==> src/rtl/zoned_alarm_controller.sv <==
// zoned_alarm_controller: multi-zone alarm FSM with prescaled exit/entry timers and zone alarm memory.
// Define ALARM_TIMEOUT_EN to auto re-arm after SIREN_TIMEOUT ticks of siren.
module zoned_alarm_controller #(
  parameter int NUM_ZONES     = 8,
  parameter int CLK_DIV       = 50000000,
  parameter int EXIT_DELAY    = 5,
  parameter int ENTRY_DELAY   = 10,
  parameter int SIREN_TIMEOUT = 30
) (
  input  logic                 CLOCK_IN,
  input  logic                 RESET,
  input  logic                 ARM_REQ,
  input  logic                 DISARM_REQ,
  input  logic                 PANIC_REQ,
  input  logic [NUM_ZONES-1:0] ZONE_IN,
  input  logic [NUM_ZONES-1:0] ZONE_BYPASS,
  input  logic [NUM_ZONES-1:0] ZONE_INSTANT,
  output logic                 SIREN_LED,
  output logic                 STROBE_LED,
  output logic [NUM_ZONES-1:0] ZONE_LATCH,
  output logic                 ARMED_LED,
  output logic                 DISARMED_LED,
  output logic [2:0]           STATE
);
  localparam int MAXA = EXIT_DELAY > ENTRY_DELAY ? EXIT_DELAY : ENTRY_DELAY;
  localparam int MAXD = MAXA > SIREN_TIMEOUT ? MAXA : SIREN_TIMEOUT;
  localparam int TW   = $clog2(MAXD) + 1;
  localparam int PW   = $clog2(CLK_DIV);
  typedef enum logic [2:0] {
    DISARMED = 3'd0, EXIT = 3'd1, ARMED = 3'd2, ENTRY = 3'd3, ALARM = 3'd4, PANIC = 3'd5
  } state_t;
  state_t               state_q, state_d;
  logic [PW-1:0]        presc_q;
  logic [TW-1:0]        timer_q, load_d;
  logic [NUM_ZONES-1:0] act, inst, dly;
  logic                 tick, expire, chg, alarming;
  assign act      = ZONE_IN & ~ZONE_BYPASS;
  assign inst     = act & ZONE_INSTANT;
  assign dly      = act & ~ZONE_INSTANT;
  assign tick     = presc_q == PW'(CLK_DIV - 1);
  assign expire   = tick && timer_q <= TW'(1);
  assign chg      = state_d != state_q;
  assign alarming = state_d == ALARM || state_d == PANIC;
  assign STATE    = state_q;
  always_comb begin
    state_d = state_q;
    if (PANIC_REQ) state_d = PANIC;
    else if (DISARM_REQ && state_q != DISARMED) state_d = DISARMED;
    else
      case (state_q)
        DISARMED: state_d = ARM_REQ ? EXIT : DISARMED;
        EXIT:     state_d = expire ? ARMED : EXIT;
        ARMED:    state_d = |inst ? ALARM : |dly ? ENTRY : ARMED;
        ENTRY:    state_d = (|inst || expire) ? ALARM : ENTRY;
`ifdef ALARM_TIMEOUT_EN
        ALARM:    state_d = expire ? ARMED : ALARM;
`else
        ALARM:    state_d = ALARM;
`endif
        PANIC:    state_d = PANIC;
        default:  state_d = DISARMED;
      endcase
  end
`ifdef ALARM_TIMEOUT_EN
  assign load_d = state_d == EXIT ? TW'(EXIT_DELAY) : state_d == ENTRY ? TW'(ENTRY_DELAY) :
                  state_d == ALARM ? TW'(SIREN_TIMEOUT) : '0;
`else
  assign load_d = state_d == EXIT ? TW'(EXIT_DELAY) : state_d == ENTRY ? TW'(ENTRY_DELAY) : '0;
`endif
  always_ff @(posedge CLOCK_IN) begin
    if (RESET) begin
      state_q      <= DISARMED;
      presc_q      <= '0;
      timer_q      <= '0;
      ZONE_LATCH   <= '0;
      SIREN_LED    <= 1'b0;
      STROBE_LED   <= 1'b0;
      ARMED_LED    <= 1'b0;
      DISARMED_LED <= 1'b1;
    end else begin
      state_q      <= state_d;
      presc_q      <= (chg || tick) ? '0 : presc_q + 1'b1;
      timer_q      <= chg ? load_d : (tick && timer_q != '0) ? timer_q - 1'b1 : timer_q;
      ZONE_LATCH   <= (state_q == DISARMED && state_d == EXIT) ? '0 :
                      (state_q == ARMED || state_q == ENTRY || state_q == ALARM) ? ZONE_LATCH | act :
                      ZONE_LATCH;
      SIREN_LED    <= alarming;
      // strobe restarts low on entering an alarming state, then flips on every tick
      STROBE_LED   <= alarming && !chg && (STROBE_LED ^ tick);
      ARMED_LED    <= state_d == ARMED || state_d == ENTRY || alarming;
      DISARMED_LED <= state_d == DISARMED || state_d == EXIT;
    end
  end
endmodule
==> config.mk <==
export PLATFORM = sky130hd
export DESIGN_NAME = zoned_alarm_controller
export DESIGN_NICKNAME = d
export VERILOG_FILES = /design/src/rtl/zoned_alarm_controller.sv
export SDC_FILE = /design/constraint.sdc
export NUM_CORES = 1
export LEC_CHECK = 0
export ABC_CLOCK_PERIOD_IN_PS = 3900
export CORE_ASPECT_RATIO = 0.8
export CORE_MARGIN = 2
export CORE_UTILIZATION = 56
export DETAILED_ROUTE_END_ITERATION = 8
export PLACE_DENSITY = 0.9
export SYNTH_ARGS = -nofsm -noshare
export SYNTH_HDL_FRONTEND = slang
export SYNTH_SLANG_ARGS = --single-unit
==> constraint.sdc <==
create_clock -name CLOCK_IN -period 3.9 [get_ports CLOCK_IN]
set_input_delay 0.585 -clock CLOCK_IN [delete_from_list [all_inputs] [get_ports CLOCK_IN]]
set_output_delay 0.585 -clock CLOCK_IN [all_outputs]
set_load 0.005 [all_outputs]
# Word-level counts from Yosys, hierarchy flattened
# Index checks and enable logic that the tools add are counted.
# W data, S select, Z words.
# totals
inputBits,29
register_bits,47
word_cells,66
# op_classes
muxes,12
n_addsub,2
bitwise_logic,7
n_reduce_logical,24
n_lt_le_gt_ge,1
n_eq_ne,12
# op_table
operator,n
$add A26 B1 Y26 const B,1
$eq A26 B26 Y1 const B,1
$and A8 B8 Y8,3
$pmux W3 S6,1
$not A8 Y8,2
$reduce_or A8 Y1,2
$eq A3 B2 Y1 const B,4
$eq A3 B3 Y1 const B,4
$mux W3,4
$mux W6,2
$logic_or A1 B1 Y1,8
$mux W4,2
$or A8 B8 Y8,1
$eq A3 B1 Y1 const B,2
$le A6 B1 Y1 const B,1
$logic_and A1 B1 Y1,6
$logic_not A3 Y1,2
$reduce_bool A6 Y1,1
$sub A6 B1 Y6 const B,1
$reduce_or A2 Y1,2
$ne A3 B3 Y1,1
$reduce_bool A3 Y1,1
$mux W1,2
$mux W2,1
3 further kinds,3

# Depth between registers and ports, before layout
# Gate-level depths: netlist of run 1.
# depth
ltp_word,13
mapped_depth,10
ltp_nobuf,8

# Worst setup path before layout of run 1
# Ideal clock, no wire load.
# synth_timing
path_type,input to register
startpoint,input port DISARM_REQ
endpoint,register presc_q[14]
setup_ns,0.065
path_buffers,3
arrival_time_ns,2.246
stages,10
setup_slack_ns,1.590
cell_sequence,clkbuf_1 -> a21o_1 -> a21boi_0 -> o21ai_0 -> o21ba_2 -> nand4_1 -> or3_1 -> clkbuf_1 -> buf_4 -> nor2_1
# synth_via
elab_chain_len,6
# synth_rtl
element,line_no,text
start: declaration,13,"input logic DISARM_REQ,"
$logic_and A1 B1 Y1,48,else if (DISARM_REQ && state_q != DISARMED) state_d = DISARMED;
$mux W3,48,
$mux W3,47,if (PANIC_REQ) state_d = PANIC;
$ne A3 B3 Y1,42,assign chg = state_d != state_q;
$logic_or A1 B1 Y1,82,presc_q <= (chg || tick) ? '0 : presc_q + 1'b1;
$reduce_or A2 Y1 (no source line),-,
end signal: assignment,82,
end: declaration,33,logic [PW-1:0] presc_q;
# Every way passes these cells.
# A chain may end at the register's enable or synchronous reset.

# Final worst setup path of run 1
# layout_timing
startpoint,input port ZONE_BYPASS[7]
endpoint,register presc_q[7]
# layout_via
elab_chain_len,12
# layout_rtl
element,line_no,text
start: declaration,16,"input logic [NUM_ZONES-1:0] ZONE_BYPASS,"
$not A8 Y8 *,37,assign act = ZONE_IN & ~ZONE_BYPASS;
$and A8 B8 Y8 *,37,
"$and A8 B8 Y8, on equally long branches","39, 38",
"$reduce_or A8 Y1, on equally long branches","53, 54",
$mux W1 or $logic_or A1 B1 Y1 (tied branches),"53, 54",
"$mux W3, on equally long branches","53, 54",
$pmux W3 S6 *,50,case (state_q)
$mux W3 *,48,
$mux W3 *,47,
$ne A3 B3 Y1 *,42,
$logic_or A1 B1 Y1 *,82,
$reduce_or A2 Y1 (no source line) *,-,
# Every way passes the cells marked *; elsewhere a longest branch is shown, timed or not.

==> results of run 1 <==
[cells by family after synthesis]
| kind of cell | share of synthesized area |
|---|---|
| simple gates | 0.338 |
| flops | 0.387 |
| compound gates | 0.111 |
| xor+xnor | 0.101 |
| buf+inv | 0.0334 |
| fa+ha+maj | 0.0206 |
| mux | 0.00874 |
[power breakdown]
group / internal, mW / switching, mW / total [mW]
sequential: 0.488 / 0.00989 / 0.498
clock: 0.191 / 0.162 / 0.353
combinational: 0.0630 / 0.0563 / 0.119
total: 0.742 / 0.228 / 0.971
[layer usage]
layer / GRT usage / part of all wire / routed length (um) / vias to the layer above
li1: - / - / - / 1093
met4: 0.0938 / 0.019 / 104 / 0
met3: 0.0549 / 0.061 / 331 / 14
met1: 0.306 / 0.45 / 2460 / 1045
met5: 0 / 0 / 0 / -
met2: 0.381 / 0.47 / 2540 / 78
[final cells by class]
type | count | area [sq um]
fillers | 320 | 1170
clock inverters | 3 | 43.8
inverters | 10 | 37.5
multi-input cells | 219 | 1410
clock buffers | 5 | 68.8
well taps | 57 | 71.3
flip-flops and latches | 47 | 941
repair buffers | 43 | 430
[path summary, 6_finish.rpt]
kind                         to  slack, ns  depth (start not counted)
hold / removal    ZONE_LATCH[0]       0.47                          1
setup reg to reg     timer_q[3]       1.14                          8
setup / recovery     presc_q[7]       1.11                          8
hold reg to reg   ZONE_LATCH[0]       0.47                          1
[worst max-delay path, stage by stage]
cell and delay, ns:
clkdlybuf4s50_1 0.51, nand3b_1 0.14, nand4_1 0.19, nor2_1 0.33
a31o_2 0.21, nand4_1 0.22, or3_1 0.63, nor2_1 0.19
[flip-flops by register name, summed over array words and instances, names as in the netlist]
name,flops
ARMED_LED,1
DISARMED_LED,1
SIREN_LED,1
STATE,3
STROBE_LED,1
ZONE_LATCH,8
presc_q,26
timer_q,6
[through the flow]
stage	instances	setup slack [ns]	power, mW	util	instance area [sq um]
3_5_place_dp	376	0.822	0.627	0.692	2890
5_1_grt	384	0.922	1.01	0.719	3000
3_3_place_gp	376	0.972	0.624	0.692	2890
6_report	384	1.11	0.971	0.719	3000
4_1_cts	384	1.14	0.976	0.719	3000
2_1_floorplan	285	1.59	0.570	-	2430
[Yosys cell counts, drive strengths merged (2+ instances only)]
cell / number
dfxtp: 47
nor2: 47
nor3b: 18
nand2: 17
xor2: 16
nand3: 12
nand4: 12
xnor2: 12
inv: 10
o21a: 10
a21oi: 8
nand3b: 8
nor4: 7
buf: 6
and3: 5
nor4b: 5
ha: 4
nor3: 4
a21o: 3
a31oi: 3
and4: 3
clkbuf: 3
o21ai: 3
a21boi: 2
o22ai: 2
or3: 2
==> results.toml, run 1 <==
[critical_path]
rr_startpoint = "presc_q[0]"
crit_start = "ZONE_BYPASS[7]"
critical_path_arrival_ns = 3.02
cp.required_ns = 4.13
end_kind = "register"
path_class = "input port to register"
cp-start-kind = "input port"
cp_max_fo = 16

[min_path]
worstHoldStart = "ZONE_LATCH[0]"
hold_path_class = "register to register"

[cells_and_area]
antennaDiodeCount = 0
final_cell_mix = "dfxtp_1, nor2_1, clkdlybuf4s50_1"
areaGrowthSynthToFinish_pct = 23.5
drive_above_1_share = 0.0489
num-nets-final = 359

[power]
peakVddDrop_mv = 0.210
power_density_mw_per_mm2 = 323
leakagePower_nw = 1.02

[clock_network]
path_clk_slew_ns = 0.09
cts_tree = "built"
h-tree-depth = 2
post_cts_buffers = 0
cts.path.max_buffers = 2
cts_buffers = 5
ctsHoldBuffers = 0
clk_latency_ns = 0.30
cts_resized = 0
root_buffer = "clkbuf_8"
cts.sinks = 47

[sta]
setup_tns_ns = 0
relSlewSlack = 0.473
max_freq_mhz = 358
layout_worst_path_cycle_share = 0.716
skew_ns = 0.00469
report.final.hold_viol_count = 0
worst_pin_slew_ns = 0.783
slew_violations = 0
hold_slack_ns = 0.471
setup_viol = 0
rsz0062_at_grt = "no"
fin_crit_ns = 2.79

[yosys]
yosysTopAreaCell = "dfxtp_1"
netlist_instances = 285
synth_edf_count = 0
ys_seq_area_frac = 0.387
synth.top_cell.area_share = 0.387
synthesis.area_sq_mm = 0.00243
ys_warn_count = 0
ys_ff_latch = 47
avgSynthCellArea_sq_um = 8.53
synthTopCellsByArea = "dfxtp_1, nor2_1, xor2_1"
ys_async_sr_fraction = 0
synth_ff_type = "dfxtp_1"
yosysUniqueCellTypes = 46
synth_nets = 318

[global_route]
grt_usage = 0.237
overflow = 0
grt_pass1_vias = 2174
grt_pass1_wl_mm = 9.34
grt_max_degree = 17
grt_antenna_before_repair = 0

[place]
dp_hpwl_mm = 4.16
io_buffers = 43
gp_congestion = 0.956

[route]
drtPass1Iterations = 4
routed_via_density = 5.81
drcViolationCount = 0
wl_per_cell_um = 14.1
drtAntennaViolNets = 0
drt-total-wl_mm = 5.43
dr_total_vias = 2230
drt_iter0_drc = 190

[floorplan]
start_util = 0.582
fp.dieW_um = 77.7
dieArea_sq_mm = 0.00489
ios = 44
die_y_um = 62.9
core_sq_mm = 0.00418
rows = 21

[job]
drv_cap = 0

[run_status]
outcome = "finished clean"
Power figures use the tool's default switching activity.
==> run 2, diff against run 1 <==
ABC_CLOCK_PERIOD_IN_PS = 2900   (was 3900)
CORE_UTILIZATION = 52   (was 56)
PLACE_DENSITY = 0.85   (was 0.9)
clock period = 2.9 ns   (was 3.9 ns; I/O delays follow)
==> run 2 against run 1 <==
  * Clock skew grew 0.0061 ns
  * Core utilization down 4.9 points
  * Via count decreased by 0.36%
  * Largest cell class unchanged
  * Highest routed layer unchanged
==> results.toml, run 2 (synthesis results as in run 1) <==
[run_status]
outcome = "finished clean"

[sta]
max_freq_mhz = 393
relSlewSlack = 0.552
setup_tns_ns = 0
setup_viol = 0
worst_pin_slew_ns = 0.673
layout_worst_path_cycle_share = 0.877
skew_ns = 0.0108
fin_crit_ns = 2.54
report.final.hold_viol_count = 0
rsz0062_at_grt = "no"
slew_violations = 0

[clock_network]
path_clk_slew_ns = 0.08
root_buffer = "clkbuf_8"
cts.path.max_buffers = 2
cts_buffers = 5
h-tree-depth = 2
post_cts_buffers = 0
cts.sinks = 47
cts_resized = 0
clk_latency_ns = 0.29
ctsHoldBuffers = 0
cts_tree = "built"

[critical_path]
rr_startpoint = "presc_q[0]"
crit_slowest_cell = "or3_1"
critical-path-max-stage-delay_ns = 0.60
cp-start-kind = "input port"
cp_max_fo = 16
crit_start = "ZONE_BYPASS[3]"
cp_top_family = "simple AND/OR/NAND/NOR gates"
cp.buffers_inverters = 1
path_class = "input port to register"
end_kind = "register"
critical_path_arrival_ns = 2.77
cp.required_ns = 3.12
crit_chain = "clkdlybuf4s50_1 > nand3b_1 > nand4_1 > nor2_1 > a31o_2 > nand4_1 > or3_1 > nor2_1"

[cells_and_area]
final_cell_mix = "dfxtp_1, nor2_1, clkdlybuf4s50_1"
fin_area_sq_mm = 0.00304
num-nets-final = 367
antennaDiodeCount = 0
drive_above_1_share = 0.0689
largest_reg_flops = 26
largest-register = "presc_q"
areaGrowthSynthToFinish_pct = 25.1
reg_top3 = "presc_q x26, ZONE_LATCH x8, timer_q x6"

[job]
drv_cap = 0

[global_route]
grt_max_degree = 17
grt_antenna_before_repair = 0
grt_pass1_wl_mm = 9.35
grt_pass1_vias = 2121
grt_usage = 0.224
overflow = 0

[route]
drt-total-wl_mm = 5.54
drtAntennaViolNets = 0
wl_per_cell_um = 14.1
drcViolationCount = 0
routed_via_density = 5.64
dr_total_vias = 2222
drt_iter0_drc = 131
drtPass1Iterations = 4

[floorplan]
ios = 44
fp.dieW_um = 80.5
rows = 22
dieArea_sq_mm = 0.00524
die_y_um = 65.2
start_util = 0.536
core_sq_mm = 0.00454

[power]
power_density_mw_per_mm2 = 405
leakagePower_nw = 1.05
p_total_mw = 1.23
peakVddDrop_mv = 0.328

[min_path]
worstHoldStart = "ZONE_LATCH[1]"
hold_path_class = "register to register"

[place]
place_area_sq_mm = 0.00295
gp_congestion = 1.02
io_buffers = 43
dp_hpwl_mm = 4.28
run 2: final timing paths:
| path | slack, ns | cells past startpoint | to |
|---|---|---|---|
| max | 0.36 | 8 | presc_q[3] |
| min reg2reg | 0.47 | 1 | ZONE_LATCH[1] |
| max reg2reg | 0.40 | 8 | ZONE_LATCH[7] |
| min | 0.47 | 1 | ZONE_LATCH[1] |
run 2: where the power goes:
| group | internal [mW] | switching [mW] | leakage, nW |
|---|---|---|---|
| Clock | 0.187 | 0.207 | 0.0470 |
| Combinational | 0.0894 | 0.0786 | 0.625 |
| Sequential | 0.657 | 0.0139 | 0.381 |
| Total | 0.933 | 0.300 | 1.05 |
run 2: area by class of cell:
| type | count | area [sq um] |
|---|---|---|
| well taps | 60 | 75.1 |
| inverters | 10 | 37.5 |
| fillers | 384 | 1500 |
| clock inverters | 1 | 5.00 |
| multi-input cells | 219 | 1410 |
| clock buffers | 6 | 82.6 |
| repair buffers | 51 | 490 |
| flip-flops and latches | 47 | 941 |
run 2: layer usage:
layer  global-route usage  routed length (um)
met5                    0                   0
met2                0.380                2610
met4               0.0339                  14
met1                0.308                2610
met3               0.0385                 304
run 2: worst register-to-register path, delay by kind of cell, from the launching register on:
family | cells | cell delay [ns]
AO/OA/AOI/OAI | 2 | 0.57
adder cells (fa/ha/maj) | 1 | 0.21
flip-flops | 1 | 0.39
AND/OR/NAND/NOR | 5 | 1.27
run 2: stage by stage:
step / util / std cells / setup WS (ns) / hold slack, ns
finish: 0.670 / 394 / 0.357 / 0.469
CTS: 0.670 / 394 / 0.395 / 0.475
floorplan: - / 285 / 0.660 / 0.429
global placement: 0.650 / 387 / 0.194 / 0.443
detailed placement: 0.650 / 387 / 0.0967 / 0.452
global route: 0.670 / 394 / 0.163 / 0.500
